## src/rtl/div_result_formatter.sv

```systemverilog
// ============================================================================
// Module   : div_result_formatter
// Purpose  : Captures one 4-bit divider result and streams it as an ASCII line
//            ("Q=qq R=rr\n", or "ERR\n" when the divisor is zero).
// Revision : 1.0 - initial release
// ============================================================================
`default_nettype none

module div_result_formatter #(
    parameter logic [7:0] EOL_CHAR = 8'h0A,
    parameter logic [7:0] SEP_CHAR = 8'h20
) (
    input  logic       clk,
    input  logic       rst,
    input  logic [3:0] a,
    input  logic [3:0] b,
    input  logic [3:0] quotient,
    input  logic [3:0] remainder,
    input  logic       in_valid,
    output logic       in_ready,
    output logic [7:0] out_data,
    output logic       out_valid,
    input  logic       out_ready,
    output logic       busy,
    output logic [7:0] msg_count,
    output logic [7:0] err_count
);

    typedef enum logic [0:0] {
        S_IDLE = 1'b0,
        S_EMIT = 1'b1
    } state_t;

    localparam logic [3:0] C_LAST_NORMAL = 4'd9;
    localparam logic [3:0] C_LAST_ERROR  = 4'd3;

    state_t     r_state;
    logic [3:0] r_quot;
    logic [3:0] r_rem;
    logic       r_err;
    logic [3:0] r_idx;
    logic       w_last;
    logic       w_xfer;
    logic       w_unused_a;

    // The dividend only matters upstream; it is never printed.
    assign w_unused_a = ^a;

    function automatic logic [7:0] tens_char(input logic [3:0] v);
        return (v >= 4'd10) ? 8'h31 : 8'h30;
    endfunction

    function automatic logic [7:0] ones_char(input logic [3:0] v);
        logic [3:0] o;
        o = (v >= 4'd10) ? (v - 4'd10) : v;
        return 8'h30 + {4'b0000, o};
    endfunction

    function automatic logic [7:0] fmt_byte(input logic [3:0] idx, input logic [3:0] q,
                                            input logic [3:0] r, input logic err);
        logic [7:0] c;
        c = EOL_CHAR;
        if (err) begin
            case (idx)
                4'd0:    c = 8'h45;
                4'd1:    c = 8'h52;
                4'd2:    c = 8'h52;
                default: c = EOL_CHAR;
            endcase
        end else begin
            case (idx)
                4'd0:    c = 8'h51;
                4'd1:    c = 8'h3D;
                4'd2:    c = tens_char(q);
                4'd3:    c = ones_char(q);
                4'd4:    c = SEP_CHAR;
                4'd5:    c = 8'h52;
                4'd6:    c = 8'h3D;
                4'd7:    c = tens_char(r);
                4'd8:    c = ones_char(r);
                default: c = EOL_CHAR;
            endcase
        end
        return c;
    endfunction

    assign in_ready = (r_state == S_IDLE);
    assign busy     = (r_state == S_EMIT);
    assign w_xfer   = out_valid && out_ready;
    assign w_last   = r_err ? (r_idx == C_LAST_ERROR) : (r_idx == C_LAST_NORMAL);

    always_ff @(posedge clk) begin
        if (rst) begin
            r_state   <= S_IDLE;
            r_quot    <= 4'd0;
            r_rem     <= 4'd0;
            r_err     <= 1'b0;
            r_idx     <= 4'd0;
            out_data  <= 8'h00;
            out_valid <= 1'b0;
            msg_count <= 8'd0;
            err_count <= 8'd0;
        end else begin
            case (r_state)
                S_IDLE: begin
                    if (in_valid) begin
                        r_state   <= S_EMIT;
                        r_quot    <= quotient;
                        r_rem     <= remainder;
                        r_err     <= (b == 4'd0);
                        r_idx     <= 4'd0;
                        // First byte comes straight from the live inputs.
                        out_data  <= fmt_byte(4'd0, quotient, remainder, (b == 4'd0));
                        out_valid <= 1'b1;
                    end
                end
                S_EMIT: begin
                    if (w_xfer) begin
                        if (w_last) begin
                            r_state   <= S_IDLE;
                            out_valid <= 1'b0;
                            if (r_err) err_count <= err_count + 8'd1;
                            else       msg_count <= msg_count + 8'd1;
                        end else begin
                            r_idx    <= r_idx + 4'd1;
                            out_data <= fmt_byte(r_idx + 4'd1, r_quot, r_rem, r_err);
                        end
                    end
                end
                default: r_state <= S_IDLE;
            endcase
        end
    end

endmodule

`default_nettype wire

```

## config.mk

```make
export PLATFORM = sky130hd
export DESIGN_NAME = div_result_formatter
export DESIGN_NICKNAME = d
export VERILOG_FILES = /design/src/rtl/div_result_formatter.sv
export SDC_FILE = /design/constraint.sdc
export NUM_CORES = 1
export LEC_CHECK = 0
export ABC_AREA = 1
export CAP_MARGIN = 20
export CORE_UTILIZATION = 54
export DETAILED_ROUTE_END_ITERATION = 6
export GPL_ROUTABILITY_DRIVEN = 0
export GPL_TIMING_DRIVEN = 0
export PLACE_DENSITY_LB_ADDON = 0.12
export SLEW_MARGIN = 10
export SYNTH_ARGS = -nofsm -noshare
export SYNTH_HDL_FRONTEND = slang
export SYNTH_SLANG_ARGS = --single-unit
```

## constraint.sdc

```tcl
create_clock -name clk -period 3.1 [get_ports clk]
set_clock_uncertainty 0.1 [all_clocks]
set_input_delay 0.775 -clock clk [delete_from_list [all_inputs] [get_ports clk]]
set_output_delay 0.775 -clock clk [all_outputs]
set_load 0.02 [all_outputs]
```

==> PnR_summary.wiki <==
{| class="wikitable"
! Metric !! Value
|-
| Total Negative Setup Slacks || 0 ns
|-
| Syn Nets || between 300 and 400
|-
| Static Leak || approximately 1.1 nW
|-
| Overall die width || 65.2 um
|-
| Die boundary height || 65.2 um
|-
| Required time at the worst-slack endpoint || 3.17 ns
|-
| Largest net degree at the start of global routing || 11
|-
| Register bit count reported by yosys || 38
|-
| Most frequent cells in the layout || 81 x nand2_1, 41 x clkdlybuf4s50_1, 39 x inv_1, 38 x dfxtp_1, 35 x nor2_1
|-
| Max_cap viols || 0
|-
| Final-report setup violation count || 0
|-
| Detailed-routing wirelength on met1 || 2.26 mm
|-
| Initial antenna violation count || 0
|-
| Initial standard-cell utilization of the core || 57.6%
|-
| Die area || 4250 um^2
|-
| Final cell utilization of the core || 72.2%
|-
| Gate Count Post-Synth || between 300 and 400
|-
| DRC violation total after the first TritonRoute iteration || 123
|-
| Final cycle utilization of the critical path || 79.8%
|-
| TritonCTS Buffers || 5
|-
| Total power after layout || 0.967 mW
|-
| Unrepaired setup endpoints after global routing || no
|-
| Routed wire length on met2 || 2.40 mm
|-
| Worst setup path category || primary input to register
|-
| Non-Filler Cell Area, Final || roughly 2700 um^2
|-
| Placed cell count || between 400 and 500
|-
| Std cell rows || 22
|-
| Hold buffer count at cts || 0
|-
| Data arrival time at the worst-slack endpoint || 2.54 ns
|-
| I/O pin count || 47
|-
| Hpwl dp || 3.71 mm
|-
| Number of clock sinks || 38
|-
| # DRC || 0
|-
| Crit. Startpoint || in_valid
|-
| Top fanout value on the critical path || 10
|-
| Share of cells above drive strength 1 || 8.00%
|-
| Non-filler instance count after layout || 423
|-
| Worst slack at placement || between 0.3 and 0.4 ns
|-
| Cell area after placement || 2630 um^2
|-
| Total gr overflow || 0
|-
| Headroom to the max-slew limit || 50.2%
|-
| Number of buffers inserted by port buffering || 41
|-
| Share of synthesized registers carrying an async set or reset || 0%
|-
| Kind of end point of the critical path || register
|-
| Launching point of the worst reg2reg path || r_idx[1]
|-
| Min-delay src || out_data[2]
|-
| Clock tree root driver cell || clkbuf_8
|-
| Routed via count || 2182
|-
| Sequential area share after synthesis || a little over a third
|-
| Area of the core || 3740 um^2
|-
| Result of the run || finished clean
|-
| Final Hold Vio Count || 0
|-
| Total length of routed met3 wires || 198 um
|-
| Crit start category || primary input
|-
| Via count of the first global-routing pass || about 2000
|-
| Aggregate routed wire length || about 4.9 mm
|-
| Number of enable flip-flop cells after synthesis || 0
|-
| Number of distinct library cells after synthesis || 30
|-
| Highest routing layer actually used || met4
|-
| Layout fillers || 326
|-
| Slew at the pin closest to its max-slew limit || 0.744 ns
|-
| Worst-case setup margin in the final layout || 0.625 ns
|-
| CTS clk-pin slew, worst paths || 0.07 ns
|-
| Post-CTS setup buffer count || 0
|-
| Post-Route Hold Slack || around 0.37 ns
|-
| Max Transition Viols Final || 0
|-
| Most common library cell in the layout ignoring fill and taps || nand2_1
|-
| Layout overhead on the synthesized area || 25.3%
|-
| Count of synthesis-stage warnings from yosys || 0
|-
| Power density over the cells || 358 nW/um^2
|-
| TritonCTS clock tree || done
|-
| Maximum VDD drop || 0.266 mV
|-
| Total track usage || 25.1%
|-
| Clk buf depth || 2
|-
| Routed wire length per instance || 11.6 um
|-
| Avg Synthesized Cell Area || 6.60 um^2
|-
| Fin crit period || 2.47 ns
|-
| Wire length of the first global-routing pass || 8.37 mm
|-
| Inserted Diodes || 0
|-
| Peak Freq || 0.404 GHz
|-
| Worst Hold Class || register to register
|-
| Post-cts repair resize count || 0
|-
| H-tree levels || 2
|-
| Top FF cell, synth || dfxtp_1
|-
| Cell area after synthesis || 2160 um^2
|-
| DR vias/cell || 5.16
|-
| Antenna viol nets, final || 0
|-
| First-pass DRT Iterations || 4
|-
| Final nets || just over 400
|-
| Insertion delay to the later sink of the worst-skew pair || 0.28 ns
|}
-- final cells by class --
type / count / area, um^2 / area share (%)
timing repair buffer: 41 / 410 / 15.2
tap: 48 / 60.1 / 2.22
clock buffer: 7 / 76.3 / 2.82
inverter: 44 / 168 / 6.20
buffer: 5 / 22.5 / 0.833
sequential: 38 / 761 / 28.1
multi-input combinational: 240 / 1210 / 44.6
-- sequential cells by signal (all words and copies together) (netlist names) --
register	flops
out_data	7
r_idx	4
r_err	1
busy	1
r_quot	4
msg_count	8
err_count	8
out_valid	1
r_rem	4
-- worst max-delay path: stages --
cell	delay, ns
clkdlybuf4s50_1	0.45
inv_1	0.04
nor2_1	0.56
inv_1	0.19
clkbuf_1	0.26
o21ai_0	0.20
a21oi_1	0.05
-- metal layers --
metal  up-vias  track usage, %
li1       1142               -
met1       988            28.8
met2        46            46.1
met3         6            5.03
met4         0            7.34
met5         -               0
-- cells by family (layout without fill, tap and decap cells) --
family / Yosys count / count (layout) / synth area share, %
fa+ha+maj: 8 / 8 / 4.64
xor+xnor: 4 / 4 / 1.62
flops: 38 / 38 / 35.3
simple gates: 160 / 160 / 32.8
other cells: 1 / 1 / 0.174
compound gates: 67 / 67 / 16.6
buf+inv: 49 / 97 / 8.82
-- path summary, 6_finish.rpt --
kind	endpoint	slack [ns]	cells past startpoint
worst max-delay path	r_quot[2]	0.63	7
worst min-delay path	out_data[2]	0.37	2
worst max register to register	out_data[3]	0.91	12
worst min register to register	out_data[2]	0.37	2
-- cell usage after synthesis (2+ instances only) --
cell,instances,share of area [%]
a21oi_1,34,7.9
a21oi_2,2,0.81
clkbuf_1,3,0.52
dfxtp_1,38,35
ha_1,8,4.6
inv_1,39,6.8
inv_2,4,0.70
nand2_1,81,14
nand2_2,4,1.2
nand3_1,19,4.4
nand3_2,3,1.4
nand3b_1,2,0.70
nand4_1,2,0.58
nor2_1,35,6.1
nor2_2,8,2.3
nor3_1,5,1.2
o21a_1,2,0.70
o21ai_0,23,5.3
o21ai_1,2,0.46
xnor2_1,2,0.81
xor2_1,2,0.81
-- power by group --
group          switching [mW]  internal [mW]
registers              0.0129          0.505
logic                  0.0746         0.0593
clock network           0.161          0.155
No activity file was read; power rests on OpenSTA's default activity.
==> variant 1 (same flow settings) <==
One comparison of `r_idx` changes from == to >=.
--- a/src/rtl/div_result_formatter.sv
+++ b/src/rtl/div_result_formatter.sv
@@ -89,3 +89,3 @@
     assign w_xfer   = out_valid && out_ready;
-    assign w_last   = r_err ? (r_idx == C_LAST_ERROR) : (r_idx == C_LAST_NORMAL);
+    assign w_last   = r_err ? (r_idx >= C_LAST_ERROR) : (r_idx == C_LAST_NORMAL);
 
Check against the original RTL: same outputs for any inputs over 10 cycles, from zero or initial values and one cycle with rst high; that may be too few to reach the edited logic, so the function may still have changed.
==> variant 1 against the original RTL <==
Sequential cell count stayed put; non-clock buffer count rose by 1; wire length down 5.3%; synthesized area decreased by 3.3%; total power increased by 3.6%; setup slack better by 43 ps; final cell count decreased by 5.0%; final area fell by 2.5%; critical endpoint unchanged; largest power group unchanged.
==> variant 1: results (changes against the original RTL) <==
Run status
  – Run status: complete, no violations (unchanged)

Global routing
  – GRT Total Usage: 0.249 (was 0.251)
  – First-pass GRT wire length: 7910 um (was 8370 um)
  – Pin count of the biggest net entering global routing: 12 (was 11)
  – Number of global-route vias before repair: 1,846 (was 1,996)

Placed design
  – Post-DP HPWL: 3440 um (was 3710 um)
  – Port-buffer cells: 40 (was 41)
  – DP Cell Count: 394 (was 416)
  – Area after DPL: 0.00255 sq mm (was 0.00263 sq mm)

Logic synthesis
  – Post-synth cell types: 29 (was 30)
  – Synth area leaders: dfxtp_1, nand2_1, a21oi_1, inv_1, nand3_1 (was dfxtp_1, nand2_1, a21oi_1, inv_1, nor2_1)
  – Synth warn: 0 (unchanged)
  – Synth cell count leaders: nand2_1, dfxtp_1, a21oi_1, inv_1, nor2_1 (was nand2_1, inv_1, dfxtp_1)
  – Synth Area per Inst: 6.82 sq um (was 6.60 sq um)
  – Seq/Total Area, Yosys: 0.365 (was 0.353)
  – Syn Nets: 334 (was 355)

Power
  – Peak supply drop: 0.327 mV (was 0.266 mV)
  – P_leak: 0.00113 uW (was 0.00108 uW)

Worst setup path
  – Slowest stage delay, CP: 550 ps
  – CP max stage cell: nor2_1 (unchanged)

Cells and area
  – Final Non-Filler Cells: 402 (was 423)
  – Fillers: 322 (was 326)
  – Ratio of cells with drive above 1 in the final layout: 0.0763 (was 0.0800)
  – Fin nets: 381 (was 403)

Route
  – DRT iter0 DRCs: 98 (was 123)
  – Via density per instance: 5.09 (was 5.16)
  – Pre-antenna DRT Iters: 4 (unchanged)
  – Detailed Route WL: 4650 um (was 4910 um)

CTS
  – Worst-skew pair later-pin latency: 290 ps
  – Clock Path Buffers: 2 (unchanged)
  – Post-CTS setup repair buffer count: 0 (unchanged)

STA
  – Slew HR: 0.514 (was 0.502)
variant 1: changes by cell type after synthesis, moves of 4 or more:
cell and change:
nor2_2 -5, nand2_1 -12, nor2_1 -6, nand3_1 +4, inv_1 -7, o21ai_1 +5
variant 1: worst paths after layout:
kind,to,cells past startpoint,slack [ps],from
max,r_quot[2],7,670,in_valid
min,out_data[1],2,360,out_data[1]
max reg2reg,err_count[5],10,1120,r_idx[1]
min reg2reg,out_data[1],2,360,out_data[1]
variant 1: power breakdown:
| part | internal (uW) | switching (uW) |
|---|---|---|
| sequential | 504 | 12.0 |
| combinational | 56.7 | 73.0 |
| clock | 180 | 176 |
variant 1: through the flow:
step / setup WS (ps) / hold slack, ps / power (uW)
final: 669 / 362 / 1000
after global routing: 459 / 388 / 1050
after CTS: 684 / 366 / 1000
after detailed placement: 380 / 355 / 656
after global placement: 378 / 350 / 654
after floorplan: 1090 / 366 / 604
variant 1: layer usage:
| metal | wire, um | part of all wire | track usage |
|---|---|---|---|
| met1 | 2150 | 0.46 | 0.311 |
| met2 | 2130 | 0.46 | 0.408 |
| met3 | 255 | 0.055 | 0.0482 |
| met4 | 112 | 0.024 | 0.125 |
| met5 | 0 | 0 | 0 |
variant 1: layout make-up:
type / instances / area share
Buffer: 7 / 0.0128
Multi-Input combinational cell: 222 / 0.434
Tap cell: 48 / 0.0228
Sequential cell: 38 / 0.288
Timing Repair Buffer: 40 / 0.152
Clock buffer: 7 / 0.0327
Clock inverter: 1 / 0.00190
Inverter: 39 / 0.0555
variant 1: worst min-delay path: stages, from the launching register on:
cell	delay [ps]
dfxtp_1	310
nand2_1	60
a21oi_1	50
variant 1: cells by family (layout without fill, tap and decap cells):
| kind of cell | count (synthesis) | count (layout) | share of synthesized area |
|---|---|---|---|
| AOI/OAI and AO/OA | 64 | 64 | 0.160 |
| and+or+nand+nor | 144 | 144 | 0.319 |
| other | 1 | 1 | 0.00180 |
| buffers and inverters | 46 | 94 | 0.0864 |
| xor gates and xnor gates | 5 | 5 | 0.0210 |
| adders and majority gates | 8 | 8 | 0.0480 |
| DFF | 38 | 38 | 0.365 |
==> variant 2 (same flow settings) <==
Without the edit above. `EOL_CHAR`: 8'h0A -> 8'h05.
--- a/src/rtl/div_result_formatter.sv
+++ b/src/rtl/div_result_formatter.sv
@@ -9,3 +9,3 @@
 module div_result_formatter #(
-    parameter logic [7:0] EOL_CHAR = 8'h0A,
+    parameter logic [7:0] EOL_CHAR = 8'h05,
     parameter logic [7:0] SEP_CHAR = 8'h20
Behaviour: not the same (Yosys sat finds a counterexample within 10 cycles, from zero or initial values and one cycle with rst high).
==> variant 2 against the original RTL <==
Fmax grew 5.0%; wire length grew 4.6%; global-route usage grew 2.6 points; sequential cell count is the same; setup slack gained 120 ps; total power grew 3.8%; synthesized cell count shrank 3.4%; clock power grew 14%; final area grew 1.2%; sequential share of layout area shrank 0.35 points; largest cell class unchanged; non-clock buffer count grew 2; combinational power shrank 4%; synthesized area grew 0.70%.
==> variant 2: results (changes against the original RTL) <==
Logic synthesis
  – Seq/Total Area, Yosys: 0.350 (was 0.353)
  – Top cell type's share of synthesized area: 0.350 (was 0.353)
  – Synth Area per Inst: 6.87 sq um (was 6.60 sq um)
  – Syn Nets: 344 (was 355)
  – Synth cell count leaders: nand2_1, dfxtp_1, a21oi_1 (was nand2_1, inv_1, dfxtp_1)
  – Synth area leaders: dfxtp_1, nand2_1, a21oi_1, inv_1, o21ai_0 (was dfxtp_1, nand2_1, a21oi_1, inv_1, nor2_1)
  – Post-synth cell types: 32 (was 30)

Worst setup path
  – Crit path from: busy (was in_valid)
  – Worst r2r path cells: 10 (was 12)
  – CP Max Fanout: 6 (was 10)
  – CP Data Required Time: 2220 ps (was 3170 ps)
  – Slowest stage delay, CP: 640 ps (was 560 ps)
  – FF-to-FF setup slack: 1130 ps (was 910 ps)
  – FF-to-FF Start: r_idx[0] (was r_idx[1])
  – Reg-to-reg endpoint: out_data[1] (was out_data[3])
  – Setup crit end: in_ready (was r_quot[2])

Run status
  – Run status: complete, no violations (unchanged)

Placed design
  – DP Cell Count: 405 (was 416)
  – Post-DP HPWL: 3870 um (was 3710 um)
  – Setup Slack @ Placement: 502 ps (was 321 ps)
  – Area after DPL: 0.00264 sq mm (was 0.00263 sq mm)

Power
  – Peak supply drop: 0.257 mV (was 0.266 mV)

Cells and area
  – Final Non-Filler Cells: 413 (was 423)
  – Fin nets: 392 (was 403)
  – Ratio of cells with drive above 1 in the final layout: 0.101 (was 0.0800)

Global routing
  – First-pass GRT wire length: 9000 um (was 8370 um)
  – Pin count of the biggest net entering global routing: 13 (was 11)
  – Number of global-route vias before repair: 2,073 (was 1,996)

Route
  – Via count: 2,188 (was 2,182)

CTS
  – Worst-skew pair later-pin latency: 300 ps (was 280 ps)

STA
  – Slew HR: 0.646 (was 0.502)
[variant 2: changes by cell type after synthesis, moves of 2 or more]
cell and change:
inv_1 -5, nand3_1 -4, nand2_1 -6, nand2_4 +4
clkinv_1 +2, xnor2_1 +4, nor2_1 -10, o21a_1 -2
nand3b_1 -2, nand4_1 +6, inv_2 +3, nor2_2 -7
nand3_2 +4
[variant 2: worst min-delay path by stage]
stage,start,end,slack [ps],depth (start not counted)
after floorplan,r_rem[2],r_rem[2],360,2
after global placement,out_data[1],out_data[1],350,2
after detailed placement,out_data[3],out_data[3],360,2
after CTS,out_data[3],out_data[3],370,2
after global routing,out_data[5],out_data[5],390,2
final,out_data[3],out_data[3],370,2
[variant 2: report_power, final]
part           switching [uW]  internal (uW)  total (uW)
sequential               11.3            505         516
clock                     181            179         360
combinational            72.8           55.4         128
total                     265            739        1000
[variant 2: cell families (layout without fill, tap and decap cells)]
kind of cell	Yosys count	after routing	share of synthesized area
adder cells (fa/ha/maj)	8	8	0.0461
XOR/XNOR	8	8	0.0323
AO/OA/AOI/OAI	66	66	0.161
flip-flops	38	38	0.350
buffers and inverters	50	99	0.0933
AND/OR/NAND/NOR	145	145	0.315
other	1	1	0.00173
[variant 2: cell type report]
class	count	area, sq um
multi-input cells	228	1210
clock inverters	2	12.5
plain buffers	7	41.3
repair buffers	41	410
fillers	340	1030
flip-flops and latches	38	761
clock buffers	6	82.6
inverters	43	161
well taps	48	60.1
[variant 2: layer usage]
layer,share of wire,track usage
met5,0,0
met2,0.47,0.464
met1,0.47,0.340
met4,0.022,0.106
met3,0.039,0.0642
[variant 2: tightest hold or removal path: cells and delay by family (launching register included)]
family	cells	cell delay [ps]
AND/OR/NAND/NOR	1	60
AO/OA/AOI/OAI	1	50
flip-flops	1	310
